[src/rtl/om_stream_pkg.sv]
// Shared types and helpers for the om_stream merge/split family.
// Holds the merge FSM state type, the round-robin pick helper and the
// per-channel statistics counter width.
package om_stream_pkg;

  localparam int STATS_W = 32;
  // Widest channel count rr_pick can scan (matches the NUM_CH upper bound).
  localparam int RR_MAX  = 16;

  typedef enum logic [0:0] {
    IDLE = 1'b0,
    BUSY = 1'b1
  } state_t;

  typedef struct packed {
    logic       found;
    logic [3:0] idx;
  } pick_t;

  // Return the first asserted bit of valid[0..n-1], scanning upward from ptr
  // and wrapping at n. The wrap is an explicit compare so that n need not be
  // a power of two. Offsets are walked from largest to smallest so the
  // smallest offset from ptr is the one that sticks.
  function automatic pick_t rr_pick(input logic [RR_MAX-1:0] valid,
                                    input logic [3:0]        ptr,
                                    input logic [4:0]        n);
    pick_t      res;
    logic [4:0] pos;
    res.found = 1'b0;
    res.idx   = 4'd0;
    pos       = 5'd0;
    for (int i = RR_MAX - 1; i >= 0; i--) begin
      pos = {1'b0, ptr} + 5'(i);
      if (pos >= n) begin
        pos = pos - n;
      end else begin
        pos = pos;
      end
      if ((5'(i) < n) && valid[pos[3:0]]) begin
        res.found = 1'b1;
        res.idx   = pos[3:0];
      end else begin
        res = res;
      end
    end
    return res;
  endfunction

endpackage

[src/rtl/om_rr_arbiter.sv]
// Round-robin arbiter: combinational pick starting at rr_ptr plus the rr_ptr
// register itself. The pointer moves to the channel after adv_from whenever
// advance is pulsed, so the channel just served is tried last next time.
module om_rr_arbiter
  import om_stream_pkg::*;
#(
  parameter  int NUM_CH = 4,
  localparam int CH_W   = $clog2(NUM_CH)
) (
  input  logic              clk,
  input  logic              rst,
  input  logic [NUM_CH-1:0] req,
  input  logic              advance,
  input  logic [CH_W-1:0]   adv_from,
  output logic [CH_W-1:0]   pick,
  output logic              found
);

  logic [RR_MAX-1:0] req_ext;
  logic [CH_W-1:0]   rr_ptr;
  pick_t             res;

  // Widen the request vector to the fixed width the pick helper scans.
  always_comb begin
    req_ext             = {RR_MAX{1'b0}};
    req_ext[NUM_CH-1:0] = req;
  end

  // Scan requests in round-robin order starting at rr_ptr.
  always_comb begin
    res   = rr_pick(req_ext, 4'(rr_ptr), 5'(NUM_CH));
    pick  = CH_W'(res.idx);
    found = res.found;
  end

  // Pointer register: after serving a channel, start the next scan just past it.
  always_ff @(posedge clk or posedge rst) begin
    if (rst) begin
      rr_ptr <= {CH_W{1'b0}};
    end else if (advance) begin
      if (adv_from == CH_W'(NUM_CH - 1)) begin
        rr_ptr <= {CH_W{1'b0}};
      end else begin
        rr_ptr <= adv_from + CH_W'(1);
      end
    end else begin
      rr_ptr <= rr_ptr;
    end
  end

endmodule

[src/rtl/om_stream_merge.sv]
// N-to-1 AXI-Stream merger with packet-granular round-robin arbitration.
// A channel is granted in IDLE (one bubble cycle per packet) and keeps the
// grant until its last beat is accepted; packets longer than MAX_BEATS are
// cut with tlast forced and the sticky trunc_err raised.
// Optional build macro OM_STREAM_MERGE_STATS_EN adds per-channel packet
// counters (pkt_count) with a synchronous clear (stats_clr).
module om_stream_merge
  import om_stream_pkg::*;
#(
  parameter  int NUM_CH    = 4,
  parameter  int DATA_W    = 64,
  parameter  int TID_W     = 4,
  parameter  int MAX_BEATS = 32,
  localparam int CH_W      = $clog2(NUM_CH)
) (
  input  logic                     clk,
  input  logic                     rst,
  input  logic [NUM_CH-1:0]        in_tvalid,
  output logic [NUM_CH-1:0]        in_tready,
  input  logic [NUM_CH*DATA_W-1:0] in_tdata,
  input  logic [NUM_CH*TID_W-1:0]  in_tid,
  input  logic [NUM_CH-1:0]        in_tlast,
  output logic                     out_tvalid,
  input  logic                     out_tready,
  output logic [DATA_W-1:0]        out_tdata,
  output logic [TID_W-1:0]         out_tid,
  output logic [CH_W-1:0]          out_tch,
  output logic                     out_tlast,
  output logic                     trunc_err
`ifdef OM_STREAM_MERGE_STATS_EN
  ,
  input  logic                      stats_clr,
  output logic [NUM_CH*STATS_W-1:0] pkt_count
`endif
);

  localparam int BC_W = $clog2(MAX_BEATS + 1);

  state_t            state;
  state_t            state_nxt;
  logic [CH_W-1:0]   grant;
  logic [BC_W-1:0]   beat_cnt;
  logic [CH_W-1:0]   pick;
  logic              found;
  logic              sel_valid;
  logic              sel_last;
  logic [DATA_W-1:0] sel_data;
  logic [TID_W-1:0]  sel_tid;
  logic              ready_sel;
  logic              hs;
  logic              last;
  logic              eop;

  om_rr_arbiter #(
    .NUM_CH (NUM_CH)
  ) u_arb (
    .clk      (clk),
    .rst      (rst),
    .req      (in_tvalid),
    .advance  (eop),
    .adv_from (grant),
    .pick     (pick),
    .found    (found)
  );

  // Mux the granted channel's beat onto the internal select bus.
  always_comb begin
    sel_valid = 1'b0;
    sel_last  = 1'b0;
    sel_data  = {DATA_W{1'b0}};
    sel_tid   = {TID_W{1'b0}};
    for (int i = 0; i < NUM_CH; i++) begin
      if (grant == CH_W'(i)) begin
        sel_valid = in_tvalid[i];
        sel_last  = in_tlast[i];
        sel_data  = in_tdata[i*DATA_W +: DATA_W];
        sel_tid   = in_tid[i*TID_W +: TID_W];
      end else begin
        sel_valid = sel_valid;
      end
    end
  end

  // Handshake, forced-last and ready: only the granted channel sees ready.
  always_comb begin
    ready_sel = (state == BUSY) && (!out_tvalid || out_tready);
    hs        = ready_sel && sel_valid;
    last      = sel_last || (beat_cnt == BC_W'(MAX_BEATS - 1));
    eop       = hs && last;
    in_tready = {NUM_CH{1'b0}};
    if (ready_sel) begin
      in_tready[grant] = 1'b1;
    end else begin
      in_tready = {NUM_CH{1'b0}};
    end
  end

  // Next-state logic: grant in IDLE, release on the last accepted beat.
  always_comb begin
    state_nxt = state;
    case (state)
      IDLE: begin
        if (found) begin
          state_nxt = BUSY;
        end else begin
          state_nxt = IDLE;
        end
      end
      BUSY: begin
        if (eop) begin
          state_nxt = IDLE;
        end else begin
          state_nxt = BUSY;
        end
      end
      default: state_nxt = IDLE;
    endcase
  end

  // State register.
  always_ff @(posedge clk or posedge rst) begin
    if (rst) begin
      state <= IDLE;
    end else begin
      state <= state_nxt;
    end
  end

  // Capture the arbiter's pick as the grant when leaving IDLE.
  always_ff @(posedge clk or posedge rst) begin
    if (rst) begin
      grant <= {CH_W{1'b0}};
    end else if ((state == IDLE) && found) begin
      grant <= pick;
    end else begin
      grant <= grant;
    end
  end

  // Beats accepted in the current packet; restarts at every packet end.
  always_ff @(posedge clk or posedge rst) begin
    if (rst) begin
      beat_cnt <= {BC_W{1'b0}};
    end else if (hs) begin
      if (last) begin
        beat_cnt <= {BC_W{1'b0}};
      end else begin
        beat_cnt <= beat_cnt + BC_W'(1);
      end
    end else begin
      beat_cnt <= beat_cnt;
    end
  end

  // Output register: load on handshake, drain when the consumer takes it.
  always_ff @(posedge clk or posedge rst) begin
    if (rst) begin
      out_tvalid <= 1'b0;
      out_tdata  <= {DATA_W{1'b0}};
      out_tid    <= {TID_W{1'b0}};
      out_tch    <= {CH_W{1'b0}};
      out_tlast  <= 1'b0;
    end else if (hs) begin
      out_tvalid <= 1'b1;
      out_tdata  <= sel_data;
      out_tid    <= sel_tid;
      out_tch    <= grant;
      out_tlast  <= last;
    end else if (out_tready) begin
      out_tvalid <= 1'b0;
    end else begin
      out_tvalid <= out_tvalid;
    end
  end

  // Sticky truncation flag: packet ended by the length guard, not by tlast.
  always_ff @(posedge clk or posedge rst) begin
    if (rst) begin
      trunc_err <= 1'b0;
    end else if (eop && !sel_last) begin
      trunc_err <= 1'b1;
    end else begin
      trunc_err <= trunc_err;
    end
  end

`ifdef OM_STREAM_MERGE_STATS_EN
  // Per-channel packet counters; a clear overrides a same-cycle increment.
  always_ff @(posedge clk or posedge rst) begin
    if (rst) begin
      pkt_count <= {(NUM_CH*STATS_W){1'b0}};
    end else if (stats_clr) begin
      pkt_count <= {(NUM_CH*STATS_W){1'b0}};
    end else if (eop) begin
      for (int i = 0; i < NUM_CH; i++) begin
        if (grant == CH_W'(i)) begin
          pkt_count[i*STATS_W +: STATS_W] <= pkt_count[i*STATS_W +: STATS_W] + 32'd1;
        end
      end
    end else begin
      pkt_count <= pkt_count;
    end
  end
`endif

endmodule
[config.mk]
export PLATFORM = sky130hd
export DESIGN_NAME = om_stream_merge
export DESIGN_NICKNAME = d
export VERILOG_FILES = /design/src/rtl/om_stream_pkg.sv /design/src/rtl/om_rr_arbiter.sv /design/src/rtl/om_stream_merge.sv
export SDC_FILE = /design/constraint.sdc
export NUM_CORES = 1
export LEC_CHECK = 0
export BUFFER_PORTS_ARGS = -buffer_cell sky130_fd_sc_hd__buf_2
export CORE_AREA = 2 2 141 143
export CTS_BUF_LIST = sky130_fd_sc_hd__clkbuf_16
export CTS_CLUSTER_DIAMETER = 200
export CTS_CLUSTER_SIZE = 30
export DETAILED_ROUTE_END_ITERATION = 10
export DIE_AREA = 0 0 143 145
export HOLD_SLACK_MARGIN = 0.08
export PLACE_DENSITY = 0.59
export REMOVE_ABC_BUFFERS = 1
export SETUP_SLACK_MARGIN = 0.4
export SLEW_MARGIN = 15
export SYNTH_ARGS = -nofsm -noshare
export SYNTH_HDL_FRONTEND = slang
export SYNTH_SLANG_ARGS = --single-unit
[constraint.sdc]
create_clock -name clk -period 8.4 [get_ports clk]
set_clock_uncertainty 0.15 [all_clocks]
set_input_delay 1.26 -clock clk [delete_from_list [all_inputs] [get_ports clk]]
set_output_delay 1.26 -clock clk [all_outputs]
set_load 0.05 [all_outputs]
==> results.sh <==
export IMPL_startpoint_type="register"
export IMPL_clkLatencyLatePin_ns=0.34
export IMPL_worst_path_stages=8
export IMPL_synth_ff_type="dfrtp_1"
export IMPL_crit_top_cell="buf_4"
export IMPL_internal_power_mw=1.48
export IMPL_worstPathCellList="inv_1 > ha_4 > a221oi_1 > o211ai_4 > buf_4 > buf_4 > nand2b_1 > a21boi_0"
export IMPL_synthArstFlopShare=1.00
export IMPL_path_max_fanout=82
export IMPL_drc=0
export IMPL_antenna_cells=0
export IMPL_cts_tree="yes"
export IMPL_fin_crit_ns=3.82
export IMPL_crit_path_end_kind="register"
export IMPL_whs_path_depth=2
export IMPL_finalSetupViolCount=0
export IMPL_status="finished, final reports clean"
export IMPL_drv_cap=0
export IMPL_grt_pass1_wl_mm=29.5
export IMPL_cp_arrival_ns=3.93
export IMPL_place_congestion=0.784
export IMPL_tightestPinTransition_ns=0.916
export IMPL_drt_initial_drc_count=323
export IMPL_die_y_microns=145
export IMPL_ys_types=48
export IMPL_netlist_instances=667
export IMPL_wl_met3_mm=1.23
export IMPL_wl_met2_mm=9.20
export IMPL_die_area_sq_um=20700
export IMPL_critPathTopFamily="buffers and inverters"
export IMPL_drive_above_1_share=0.404
export IMPL_slew_headroom=0.388
export IMPL_slew_violations=0
export IMPL_ctsHtreeMaxLevel=3
export IMPL_ant_nets=0
export IMPL_clockBufferDepth=2
export IMPL_slowest_stage="buf_4"
export IMPL_wirelength_mm=19.3
export IMPL_cellPowerDensity_nw_per_um2=430
export IMPL_post_cts_buffers=0
export IMPL_min_period_over_period=0.454
export IMPL_dr_pass1_iters=4
export IMPL_max_freq_ghz=0.262
export IMPL_grt_max_degree=83
export IMPL_pin_count=360
export IMPL_core_area_sq_um=19200
export IMPL_clockRootBuffer="clkbuf_16"
export IMPL_avgSynthCellArea_sq_um=8.18
export IMPL_dr_total_vias=6086
export IMPL_pwr_share_seq=0.214
export IMPL_ir_worst_vdd_mv=0.198
export IMPL_path_buf_inv=3
export IMPL_seq_area_frac_synth=0.385
export IMPL_cts_resized=0
export IMPL_yosysWarnings=0
export IMPL_critPathKind="register to register"
export IMPL_fin_tns_setup_ns=0
export IMPL_port_buffers=359
export IMPL_pwr_share_clk=0.110
export IMPL_area_growth_pct=41.0
export IMPL_numCtsBuffers=9
export IMPL_routedWlPerCell_microns=15.4
export IMPL_p_leak_nw=3.76
export IMPL_crit_required_ns=8.51
export IMPL_via_per_inst=4.86
export IMPL_hp_class="register to register"
export IMPL_ctsHoldBuffers=0
export IMPL_synthesis_area_sq_um=5450
export IMPL_hold_viol_final=0
export IMPL_r2r_cells=8
export IMPL_synth_seq_cells=84
export IMPL_initial_core_util=0.284
export IMPL_dp_hpwl_mm=14.5
export IMPL_rsz0062_at_grt="false"
export IMPL_clock_sinks=84
export IMPL_reg2reg_slack_ns=4.58
export IMPL_power_switching_mw=1.82
export IMPL_holdWs_ns=0.320
export IMPL_grt_pass1_vias=5722
export IMPL_fin_nets=1274
export IMPL_gr_total_overflow=0
export IMPL_comb_power_share=0.677
export IMPL_switching_share=0.552
export IMPL_grtUsageTotal=0.180
export IMPL_wl_met1_mm=8.28
export IMPL_antenna_found_initial=0
export IMPL_top_layer_used="met4"
export IMPL_die_x_microns=143
export IMPL_rows=51
export IMPL_synth_edf_count=0
export IMPL_clkTransAtPathRegs_ns=0.06
export IMPL_slowest_delay_ns=0.65
## cell usage after synthesis, types with 3 or more instances
cell type / n / share of area
a21oi_1: 76 / 0.070
mux2i_1: 3 / 0.0055
nor3_1: 69 / 0.063
mux2_2: 3 / 0.0062
buf_2: 14 / 0.013
ha_1: 10 / 0.023
nand3b_1: 3 / 0.0041
nor2_1: 3 / 0.0021
nand3_1: 3 / 0.0028
nor2b_1: 69 / 0.079
and3_1: 6 / 0.0069
dfrtp_1: 84 / 0.39
nand2b_1: 4 / 0.0046
o22ai_1: 3 / 0.0034
a221oi_1: 70 / 0.11
nand2_1: 77 / 0.053
clkbuf_1: 46 / 0.032
o21ai_1: 10 / 0.0092
inv_1: 17 / 0.012
o21ai_0: 64 / 0.059
## state kept, by name, summed over array words and instances (netlist names)
signal,flops
trunc_err,1
out_tvalid,1
beat_cnt,6
out_tdata,64
grant,2
u_arb.rr_ptr,2
out_tch,2
out_tid,4
out_tlast,1
state,1
## power groups by stage
stage	Combinational, mW	Sequential (mW)	Clock, mW
floorplan	1.13	1.25	0
global placement	2.25	0.711	0
detailed placement	2.27	0.714	0
CTS	2.27	0.708	0.377
global route	2.47	0.734	0.390
finish	2.24	0.707	0.363
## final cells by class
cell class | instances | area [sq um]
fillers | 1993 | 11500
multi-input cells | 503 | 3070
flip-flops and latches | 84 | 2100
repair buffers | 366 | 1850
well taps | 265 | 332
clock buffers | 9 | 225
inverters | 17 | 66.3
clock inverters | 7 | 45.0
## cells by family after synthesis
kind of cell	Yosys count	share of synthesized area
adder cells (fa/ha/maj)	10	0.0229
buffers and inverters	80	0.0597
AO/OA/AOI/OAI	240	0.285
flip-flops	84	0.385
AND/OR/NAND/NOR	245	0.231
multiplexers	8	0.0163
## layer usage
metal	up-vias	track usage
met5	-	0
met4	0	0.0738
met3	35	0.0320
met2	245	0.306
met1	2733	0.223
li1	3073	-
## tightest hold or removal path, cell delays in order (launching register included)
cell and delay, ns:
dfrtp_1 0.34, nand2_1 0.04, o21ai_0 0.06
## layout by cell type (no fill, tap or decap), types with 4 or more instances in the layout
cell       count
clkbuf_16      9
and3_1         6
nand2_1       77
buf_4          7
o21ai_1       10
a221oi_1      70
nand2b_1       4
a21oi_1       76
nor3_1        69
dfrtp_1       84
o21ai_0       64
ha_1           7
inv_1         17
nor2b_1       68
buf_2        359
## worst paths after layout
check | startpoint | end
min in group asynchronous | rst | out_tdata[47]
min | out_tdata[55] | out_tdata[55]
max | grant[0] | out_tlast
max reg2reg | grant[0] | out_tlast
max in group asynchronous | rst | beat_cnt[2]
min reg2reg | out_tdata[55] | out_tdata[55]
## metrics by stage
step | setup WS (ns) | util | power [mW] | cell area, sq um | cells
3_3_place_gp | 4.43 | 0.386 | 2.96 | 7420 | 1235
3_5_place_dp | 4.43 | 0.386 | 2.98 | 7420 | 1235
6_report | 4.58 | 0.400 | 3.31 | 7690 | 1251
4_1_cts | 4.49 | 0.400 | 3.36 | 7690 | 1251
2_1_floorplan | 1.62 | - | 2.39 | 5190 | 604
5_1_grt | 4.16 | 0.400 | 3.59 | 7690 | 1251
Note: power is estimated with default switching activity, not from simulation.
